$ cat src/rtl/video_timing_monitor.sv
// Purpose : passive monitor that measures line period, active pixels per line and
//           active lines per frame against expected values; reports lock, sticky errors and a frame checksum.
// Latency : 2 clocks from a sync edge on the pins to meas_*/frame_done/locked/err_*; no backpressure (observe-only).
//
// Ports:
//   clk, rst                      clock, asynchronous active-high reset
//   hs, vs, vld, rgb              monitored video stream (sync levels, pixel valid, pixel data)
//   exp_h_total/exp_h_act/exp_v_act  programmed expected timing
//   clr_err                       synchronous clear of the sticky error flags
//   locked, frame_done            lock status, one-cycle pulse per frame close
//   meas_h_total/meas_h_act/meas_v_act/frame_sum  last closed line/frame measurements
//   err_h_total/err_h_act/err_v_act  sticky mismatch flags (set only while locked)
module video_timing_monitor #(
    parameter int PW     = 8,
    parameter int H_BITS = 12,
    parameter int V_BITS = 12
) (
    input  logic              clk,
    input  logic              rst,
    input  logic              hs,
    input  logic              vs,
    input  logic              vld,
    input  logic [3*PW-1:0]   rgb,
    input  logic [H_BITS-1:0] exp_h_total,
    input  logic [H_BITS-1:0] exp_h_act,
    input  logic [V_BITS-1:0] exp_v_act,
    input  logic              clr_err,
    output logic              locked,
    output logic              frame_done,
    output logic [H_BITS-1:0] meas_h_total,
    output logic [H_BITS-1:0] meas_h_act,
    output logic [V_BITS-1:0] meas_v_act,
    output logic [31:0]       frame_sum,
    output logic              err_h_total,
    output logic              err_h_act,
    output logic              err_v_act
);

    typedef enum logic [1:0] {
        SEARCH = 2'd0,
        SYNC   = 2'd1,
        LOCKED = 2'd2
    } monState_e;

    localparam logic [H_BITS-1:0] H_ONE = H_BITS'(1);
    localparam logic [V_BITS-1:0] V_ONE = V_BITS'(1);

    monState_e         state;
    monState_e         stateNext;

    logic              hsQ;
    logic              hsPrev;
    logic              vsQ;
    logic              vsPrev;
    logic              vldQ;
    logic [3*PW-1:0]   rgbQ;
    logic              hsRise;
    logic              vsRise;

    logic [H_BITS-1:0] hCnt;
    logic [H_BITS-1:0] aCnt;
    logic [V_BITS-1:0] vCnt;
    logic [V_BITS-1:0] vActNew;
    logic [31:0]       sum;
    logic [31:0]       pixVal;

    logic              skipLine;
    logic              frameBad;
    logic              lineCounts;
    logic              lineChecked;
    logic              lineBad;
    logic              hMis;
    logic              aMis;
    logic              vMis;
    logic              setErrHTotal;
    logic              setErrHAct;
    logic              setErrVAct;

    // Pixel data is delayed alongside the syncs so every counter sees vld/rgb
    // in the same cycle as the edge that was detected for it. The previous-value
    // registers start high so a sync already asserted at reset release is ignored.
    always_ff @(posedge clk or posedge rst) begin
        if (rst) begin
            hsQ    <= 1'b1;
            hsPrev <= 1'b1;
            vsQ    <= 1'b1;
            vsPrev <= 1'b1;
            vldQ   <= 1'b0;
            rgbQ   <= '0;
        end else begin
            hsQ    <= hs;
            hsPrev <= hsQ;
            vsQ    <= vs;
            vsPrev <= vsQ;
            vldQ   <= vld;
            rgbQ   <= rgb;
        end
    end

    assign hsRise = hsQ & ~hsPrev;
    assign vsRise = vsQ & ~vsPrev;

    assign pixVal = 32'(rgbQ[3*PW-1:2*PW]) + 32'(rgbQ[2*PW-1:PW]) + 32'(rgbQ[PW-1:0]);

    // A line closing on the same cycle as a vs rise still belongs to the old frame.
    assign lineCounts = hsRise && (aCnt != '0);
    assign vActNew    = (lineCounts && !(&vCnt)) ? vCnt + V_ONE : vCnt;

    assign hMis = (hCnt != exp_h_total);
    assign aMis = (aCnt != exp_h_act);
    assign vMis = (vActNew != exp_v_act);

    // The first line close after entering SYNC is a partial line and is ignored.
    assign lineChecked = hsRise && ((state == LOCKED) || ((state == SYNC) && !skipLine));
    assign lineBad     = lineChecked && (hMis || aMis);

    always_ff @(posedge clk or posedge rst) begin
        if (rst) begin
            hCnt <= '0;
            aCnt <= '0;
            vCnt <= '0;
            sum  <= '0;
        end else begin
            if (hsRise) begin
                hCnt <= H_ONE;
            end else if (!(&hCnt)) begin
                hCnt <= hCnt + H_ONE;
            end

            if (hsRise) begin
                aCnt <= {{(H_BITS-1){1'b0}}, vldQ};
            end else if (vldQ && !(&aCnt)) begin
                aCnt <= aCnt + H_ONE;
            end

            if (vsRise) begin
                vCnt <= '0;
            end else begin
                vCnt <= vActNew;
            end

            // A pixel in the vs-rise cycle opens the new frame's checksum.
            if (vsRise) begin
                sum <= vldQ ? pixVal : 32'd0;
            end else if (vldQ) begin
                sum <= sum + pixVal;
            end
        end
    end

    always_ff @(posedge clk or posedge rst) begin
        if (rst) begin
            state <= SEARCH;
        end else begin
            state <= stateNext;
        end
    end

    always_comb begin
        stateNext    = state;
        setErrHTotal = 1'b0;
        setErrHAct   = 1'b0;
        setErrVAct   = 1'b0;
        case (state)
            SEARCH: begin
                if (vsRise) begin
                    stateNext = SYNC;
                end
            end
            SYNC: begin
                if (vsRise && !frameBad && !lineBad && !vMis) begin
                    stateNext = LOCKED;
                end
            end
            LOCKED: begin
                setErrHTotal = hsRise && hMis;
                setErrHAct   = hsRise && aMis;
                setErrVAct   = vsRise && vMis;
                if (setErrHTotal || setErrHAct || setErrVAct) begin
                    stateNext = SYNC;
                end
            end
            default: begin
                stateNext = SEARCH;
            end
        endcase
    end

    // frameBad remembers any checked line mismatch in the current frame, including
    // one seen while LOCKED, so a frame that lost lock cannot immediately relock.
    always_ff @(posedge clk or posedge rst) begin
        if (rst) begin
            skipLine <= 1'b0;
            frameBad <= 1'b0;
        end else begin
            if ((state != SYNC) && (stateNext == SYNC)) begin
                skipLine <= 1'b1;
            end else if ((state == SYNC) && hsRise) begin
                skipLine <= 1'b0;
            end

            if (vsRise) begin
                frameBad <= 1'b0;
            end else if (lineBad) begin
                frameBad <= 1'b1;
            end
        end
    end

    always_ff @(posedge clk or posedge rst) begin
        if (rst) begin
            frame_done   <= 1'b0;
            meas_h_total <= '0;
            meas_h_act   <= '0;
            meas_v_act   <= '0;
            frame_sum    <= '0;
            err_h_total  <= 1'b0;
            err_h_act    <= 1'b0;
            err_v_act    <= 1'b0;
        end else begin
            frame_done <= vsRise;
            if (hsRise) begin
                meas_h_total <= hCnt;
                meas_h_act   <= aCnt;
            end
            if (vsRise) begin
                meas_v_act <= vActNew;
                frame_sum  <= sum;
            end

            // A new mismatch wins over a simultaneous clear.
            if (setErrHTotal) begin
                err_h_total <= 1'b1;
            end else if (clr_err) begin
                err_h_total <= 1'b0;
            end
            if (setErrHAct) begin
                err_h_act <= 1'b1;
            end else if (clr_err) begin
                err_h_act <= 1'b0;
            end
            if (setErrVAct) begin
                err_v_act <= 1'b1;
            end else if (clr_err) begin
                err_v_act <= 1'b0;
            end
        end
    end

    assign locked = (state == LOCKED);

endmodule

$ cat config.mk
export PLATFORM = sky130hd
export DESIGN_NAME = video_timing_monitor
export DESIGN_NICKNAME = d
export VERILOG_FILES = /design/src/rtl/video_timing_monitor.sv
export SDC_FILE = /design/constraint.sdc
export NUM_CORES = 1
export LEC_CHECK = 0
export CAP_MARGIN = 20
export CORE_MARGIN = 2
export CORE_UTILIZATION = 54
export DETAILED_ROUTE_END_ITERATION = 6
export PLACE_DENSITY_LB_ADDON = 0.05
export REMOVE_ABC_BUFFERS = 1
export SETUP_SLACK_MARGIN = 0.05
export SLEW_MARGIN = 0
export SYNTH_ARGS = -nofsm -noshare
export SYNTH_HDL_FRONTEND = slang
export SYNTH_SLANG_ARGS = --single-unit
$ cat constraint.sdc
create_clock -name clk -period 8.85 [get_ports clk]
set_input_delay 2.2125 -clock clk [delete_from_list [all_inputs] [get_ports clk]]
set_output_delay 2.2125 -clock clk [all_outputs]
set_load 0.02 [all_outputs]
==> results.toml, run 1 <==
[route]
drc = 0
vias = 6556
final_antenna_net_count = 0
drt_wl_total_um = 17700
wl_per_cell_um = 14.2
vias_per_cell = 5.28
drt_iter0_drc = 421
drtPass1Iterations = 7

[floorplanning]
rows = 46
initial_core_util = 0.546
die_x_um = 130
die-area_um2 = 16900
dieHeight_um = 130
coreArea_um2 = 15700
ios = 139

[synth]
syn-instance-count = 891
async_flop_share = 1.00
synth_most_common_cell = "nand2_1"
synthFlopType = "dfrtp_1"
synthTopCellsByArea = "dfrtp_1, nand2_1, xnor2_1"
avgSynthCellArea_um2 = 9.62
netlist_area_um2 = 8570
synth.distinct_cells = 63
yosysWarnings = 0
ys_ff_latch = 173
seq_area_frac_synth = 0.506
synth_top_cell_by_area = "dfrtp_1"
synth_commonest_cells = "nand2_1, dfrtp_1, nor2_1"
synth_top_area_frac = 0.493
synth-edff-count = 0

[critical_path]
path_max_fanout = 18
crit_path_cell_trace = "fa_1 > ha_1 > a21o_1 > a21oi_1 > nand2b_1 > a21boi_0 > o41a_1 > xor2_1 > ha_1 > and3_1 > a311o_1 > a21boi_1 > buf_4 > nand2b_1 > xor2_1 > nor2_1"
slowest_delay_ns = 0.49
r2r_start = "rgbQ[2]$_DFF_PP0_"
ff2ff_setup_slack_ns = 4.68
startpoint_type = "register"
r2r-end = "sum[19]$_DFFE_PP0P_"
worst_ep_arrival_time_ns = 4.45
end_kind = "register"
cpMaxStageDelayCell = "fa_1"
crit_required_ns = 9.13
critical_path_class = "reg2reg"
reg2reg_depth = 16

[clocking]
cts_setup_buffers = 0
ctsResizeCount = 0
root_buffer = "clkbuf_16"
htreeDepth = 4
cts_buffer_depth = 2
clk_pin_slew_ns = 0.06
clock_latency_ns = 0.43
cts.sinks = 173
cts_tree = "yes"
cts_made_buffers = 17
postCtsHoldBufs = 0

[final_layout]
nFillCells = 1316
utilization = 0.682
synthToLayoutAreaGrowth_pct = 25.1
drive_gt1_frac = 0.0595
seq_area_um2 = 4330
multi_input_area_um2 = 3980
instances_no_fill = 1241
nets = 1109
insertedDiodeCount = 0
fin_area_um2 = 10700

[place]
place_hpwl_um = 12000
routabilityCongestion = 0.845
dp_cells = 1209
place_area_um2 = 10100
pre_cts_ws_ns = 4.46
port_buffers = 138

[power]
leakage_nw = 4.86
report.power.total_mw = 2.33
ir_worst_vdd_mv = 0.136
powerDensity_nw_per_um2 = 217

[timing]
finalWorstSetupSlack_ns = 4.68
fin_tns_setup_ns = 0
rsz0062_at_grt = "false"
fin_crit_ns = 4.17
fmax_mhz = 240
finalSetupViolCount = 0
worst_pin_slew_ns = 0.927
whs_ns = 0.377
skew_ns = 0.00815
min_period_over_period = 0.471
slew_headroom = 0.382
final-hold-violation-count = 0
slew_violations = 0

[worst_hold_path]
hold_end = "hsPrev$_DFF_PP1_"
worstHoldStart = "hsQ$_DFF_PP1_"
min_delay_path_depth = 0
hp-class = "reg2reg"

[grt]
grt_antenna_before_repair = 0
grt_max_degree = 105
grt.overflow.total = 0
grt_pass1_vias = 6127
grt_pass1_wl_um = 29800
track_usage = 0.222

[status]
status = "finished, final reports clean"

[run]
drv_cap = 0
[worst max-delay path by stage]
stage	startpoint	end	cells past startpoint
4_1_cts	rgbQ[2]$_DFF_PP0_	sum[19]$_DFFE_PP0P_	16
5_1_grt	rgbQ[1]$_DFF_PP0_	sum[19]$_DFFE_PP0P_	20
3_3_place_gp	rst	sum[15]$_DFFE_PP0P_	3
2_1_floorplan	rst	aCnt[0]$_DFFE_PP0P_	1
3_5_place_dp	rst	frame_sum[14]$_DFFE_PP0P_	3
6_report	rgbQ[2]$_DFF_PP0_	sum[19]$_DFFE_PP0P_	16
[registers in the layout (all words and copies together), names as in the netlist, 2 cells and up]
name          flops
hCnt             12
meas_v_act       12
meas_h_act       12
aCnt             12
vCnt             12
state             2
rgbQ             24
sum              32
frame_sum        32
meas_h_total     12
[per-layer routing]
layer	global-route usage	wire, µm	vias up
li1	-	-	3255
met5	0	0	-
met4	0.0670	206	0
met1	0.310	8360	3147
met2	0.349	8310	138
met3	0.0525	774	16
[kinds of logic (layout without fill, tap and decap cells)]
group	after synthesis	count (layout)	synth area share
simple gates	407	407	0.222
flops	173	173	0.506
compound gates	122	122	0.0892
xor+xnor	81	81	0.0827
buf+inv	64	198	0.0311
fa+ha+maj	31	31	0.0540
mux	13	13	0.0153
[power breakdown]
part | leakage, nW | internal (mW) | switching, mW
logic | 2.28 | 0.285 | 0.323
clock network | 0.289 | 0.461 | 0.317
registers | 2.29 | 0.870 | 0.0743
[area by class of cell]
cell class,count,share of cell area
Clock buffer,20,0.0426
Clock inverter,12,0.0149
Inverter,21,0.00782
Multi-Input combinational cell,654,0.371
Sequential cell,173,0.404
Tap cell,216,0.0252
Timing Repair Buffer,145,0.134
[critical path, delay by kind of cell, from the launching register on]
kind                     cells  cell delay [ns]
AO/OA/AOI/OAI                6             1.33
XOR/XNOR                     2             0.39
adder cells (fa/ha/maj)      3             1.15
buffers and inverters        1             0.23
flip-flops                   1             0.38
AND/OR/NAND/NOR              4             0.54
[cells in the final DEF, fill, tap and decap left out, types with 12 or more instances in the layout]
cell / n
clkdlybuf4s50_1: 138
inv_1: 19
nand3_1: 19
clkbuf_16: 17
o21ai_0: 27
nand2_1: 211
mux2i_1: 12
nor2b_1: 12
nor2_1: 67
a21oi_1: 27
dfrtp_1: 169
nand4_1: 23
o21ai_1: 17
xnor2_1: 48
ha_1: 21
and3_1: 17
xor2_1: 33
(Power assumes the default switching activity.)
==> inputs of run 2 (changes only) <==
- clock period: 8.85 -> 3.9 ns (I/O delays scaled with it)
==> run 2 against run 1 <==
Against the previous run: setup slack worse by 4.7 ns; total power is 130% higher; cell area is 3.0% higher; the run now ends with negative setup slack left; clock skew hardly changed.
==> results.toml, run 2 (synthesis gave the netlist of run 1 again) <==
[status]
status = "complete, but fails checks"
violations = "negative setup slack"

[critical_path]
r2r-end = "sum[31]$_DFFE_PP0P_"
critical_path_class = "reg2reg"
crit_required_ns = 4.25
r2r_start = "rgbQ[2]$_DFF_PP0_"
ff2ff_setup_slack_ns = -0.005
slowest_delay_ns = 0.57
path_max_fanout = 6
startpoint_type = "register"
reg2reg_depth = 16
end_kind = "register"
worst_ep_arrival_time_ns = 4.25
startpoint = "rgbQ[2]$_DFF_PP0_"
cpMaxStageDelayCell = "fa_1"
endpoint = "sum[31]$_DFFE_PP0P_"
crit_path_cell_trace = "fa_1 > ha_1 > a21o_1 > a21oi_2 > nand2b_4 > a21boi_2 > o41a_1 > xor2_2 > ha_4 > and3_4 > a311o_1 > a21boi_2 > buf_6 > buf_6 > or3_1 > a21oi_1"

[floorplanning]
die_x_um = 130
coreArea_um2 = 15700
initial_core_util = 0.546
rows = 46
ios = 139
die-area_um2 = 16900
dieHeight_um = 130

[route]
final_antenna_net_count = 0
drc = 0
vias_per_cell = 5.27
drt_iter0_drc = 466
drt_wl_total_um = 18600
vias = 6633
wl_per_cell_um = 14.8
drtPass1Iterations = 5

[timing]
rsz0062_at_grt = "true"
fmax_mhz = 256
worst_pin_slew_ns = 0.812
slew_violations = 0
fin_crit_ns = 3.91
min_period_over_period = 1.00
final-hold-violation-count = 0
slew_headroom = 0.456
finalSetupViolCount = 1
finalWorstSetupSlack_ns = -0.00513
skew_ns = 0.00823

[power]
report.power.total_mw = 5.43
powerDensity_nw_per_um2 = 492
leakage_nw = 4.97
ir_worst_vdd_mv = 0.368

[final_layout]
layout_commonest_cell = "nand2_1"
drive_gt1_frac = 0.112
nets = 1126
fin_area_um2 = 11000
insertedDiodeCount = 0
nFillCells = 1235
utilization = 0.703
layout_common_cells = "nand2_1, dfrtp_1, clkdlybuf4s50_1"
multi_input_area_um2 = 4210
reg_top3 = "frame_sum: 32 flops, sum: 32 flops, rgbQ: 24 flops"
synthToLayoutAreaGrowth_pct = 28.8
seq_area_um2 = 4330

[grt]
grt_max_degree = 79
track_usage = 0.224
grt_pass1_wl_um = 29900
grt.overflow.total = 0
grt_pass1_vias = 6218
grt_antenna_before_repair = 0

[worst_hold_path]
worstHoldStart = "vsQ$_DFF_PP1_"
hp-class = "reg2reg"

[run]
drv_cap = 0

[place]
port_buffers = 138
place_hpwl_um = 12400
routabilityCongestion = 0.881
place_area_um2 = 10200

[clocking]
cts_made_buffers = 17
clock_latency_ns = 0.43
cts_tree = "yes"
cts.sinks = 173
postCtsHoldBufs = 0
root_buffer = "clkbuf_16"
clk_pin_slew_ns = 0.06
htreeDepth = 4
cts_buffer_depth = 2
run 2: cell count changes in the layout (fill, tap and decap cells not counted), sizes merged:
cell / before / now
buf: 7 / 24
bufinv: 3 / 2
clkbuf: 20 / 21
clkinv: 3 / 8
clkinvlp: 4 / 0
inv: 23 / 22
run 2: worst min path at each step:
stage,slack (ns),to,cells past startpoint
finish,0.38,vsPrev$_DFF_PP1_,0
global route,0.39,vsPrev$_DFF_PP1_,0
CTS,0.38,vsPrev$_DFF_PP1_,0
detailed placement,0.37,vsPrev$_DFF_PP1_,0
global placement,0.36,vsPrev$_DFF_PP1_,0
floorplan,0.35,vsPrev$_DFF_PP1_,0
run 2: worst max-delay path: cells and delay by family (launching register included):
| kind | cells | cell delay, ns |
|---|---|---|
| XOR/XNOR | 1 | 0.18 |
| flip-flops | 1 | 0.38 |
| AO/OA/AOI/OAI | 7 | 1.19 |
| buffers and inverters | 2 | 0.27 |
| adder cells (fa/ha/maj) | 3 | 1.11 |
| AND/OR/NAND/NOR | 3 | 0.70 |
run 2: report_power, final:
| group | internal [mW] | switching, mW |
|---|---|---|
| logic | 0.797 | 0.819 |
| clock network | 0.958 | 0.700 |
| registers | 1.98 | 0.182 |
run 2: through the flow:
| step | hold WS [ns] | TNS (ns) | setup slack [ns] | std cells |
|---|---|---|---|---|
| 2_1_floorplan | 0.354 | -301.53 | -1.76 | 848 |
| 5_1_grt | 0.391 | -0.593 | -0.124 | 1258 |
| 6_report | 0.383 | -0.00513 | -0.00513 | 1258 |
| 4_1_cts | 0.384 | 0 | 0.00760 | 1254 |
| 3_5_place_dp | 0.372 | -0.941 | -0.142 | 1219 |
| 3_3_place_gp | 0.365 | 0 | 0.00307 | 1219 |
run 2: repair_timing:
| item | CTS | global route |
|---|---|---|
| setup endpoints to repair | 12 | 22 |
| cloned | 1 | 1 |
| pin swaps | 10 | 26 |
| buffers inserted | 2 | 3 |
| gates resized for setup | 12 | 43 |
run 2: final cells by class:
class,count,area share
Inverter,21,0.00759
Multi-Input combinational cell,654,0.381
Clock inverter,11,0.0105
Timing Repair Buffer,162,0.144
Tap cell,216,0.0245
Sequential cell,173,0.392
Clock buffer,21,0.0408
run 2: layer usage:
layer / share of wire / global-route usage / vias to the layer above / wire length, µm
met3: 0.043 / 0.0513 / 23 / 800
met1: 0.47 / 0.318 / 3176 / 8740
li1: - / - / 3274 / -
met2: 0.47 / 0.344 / 160 / 8760
met5: 0 / 0 / - / 0
met4: 0.014 / 0.0734 / 0 / 266
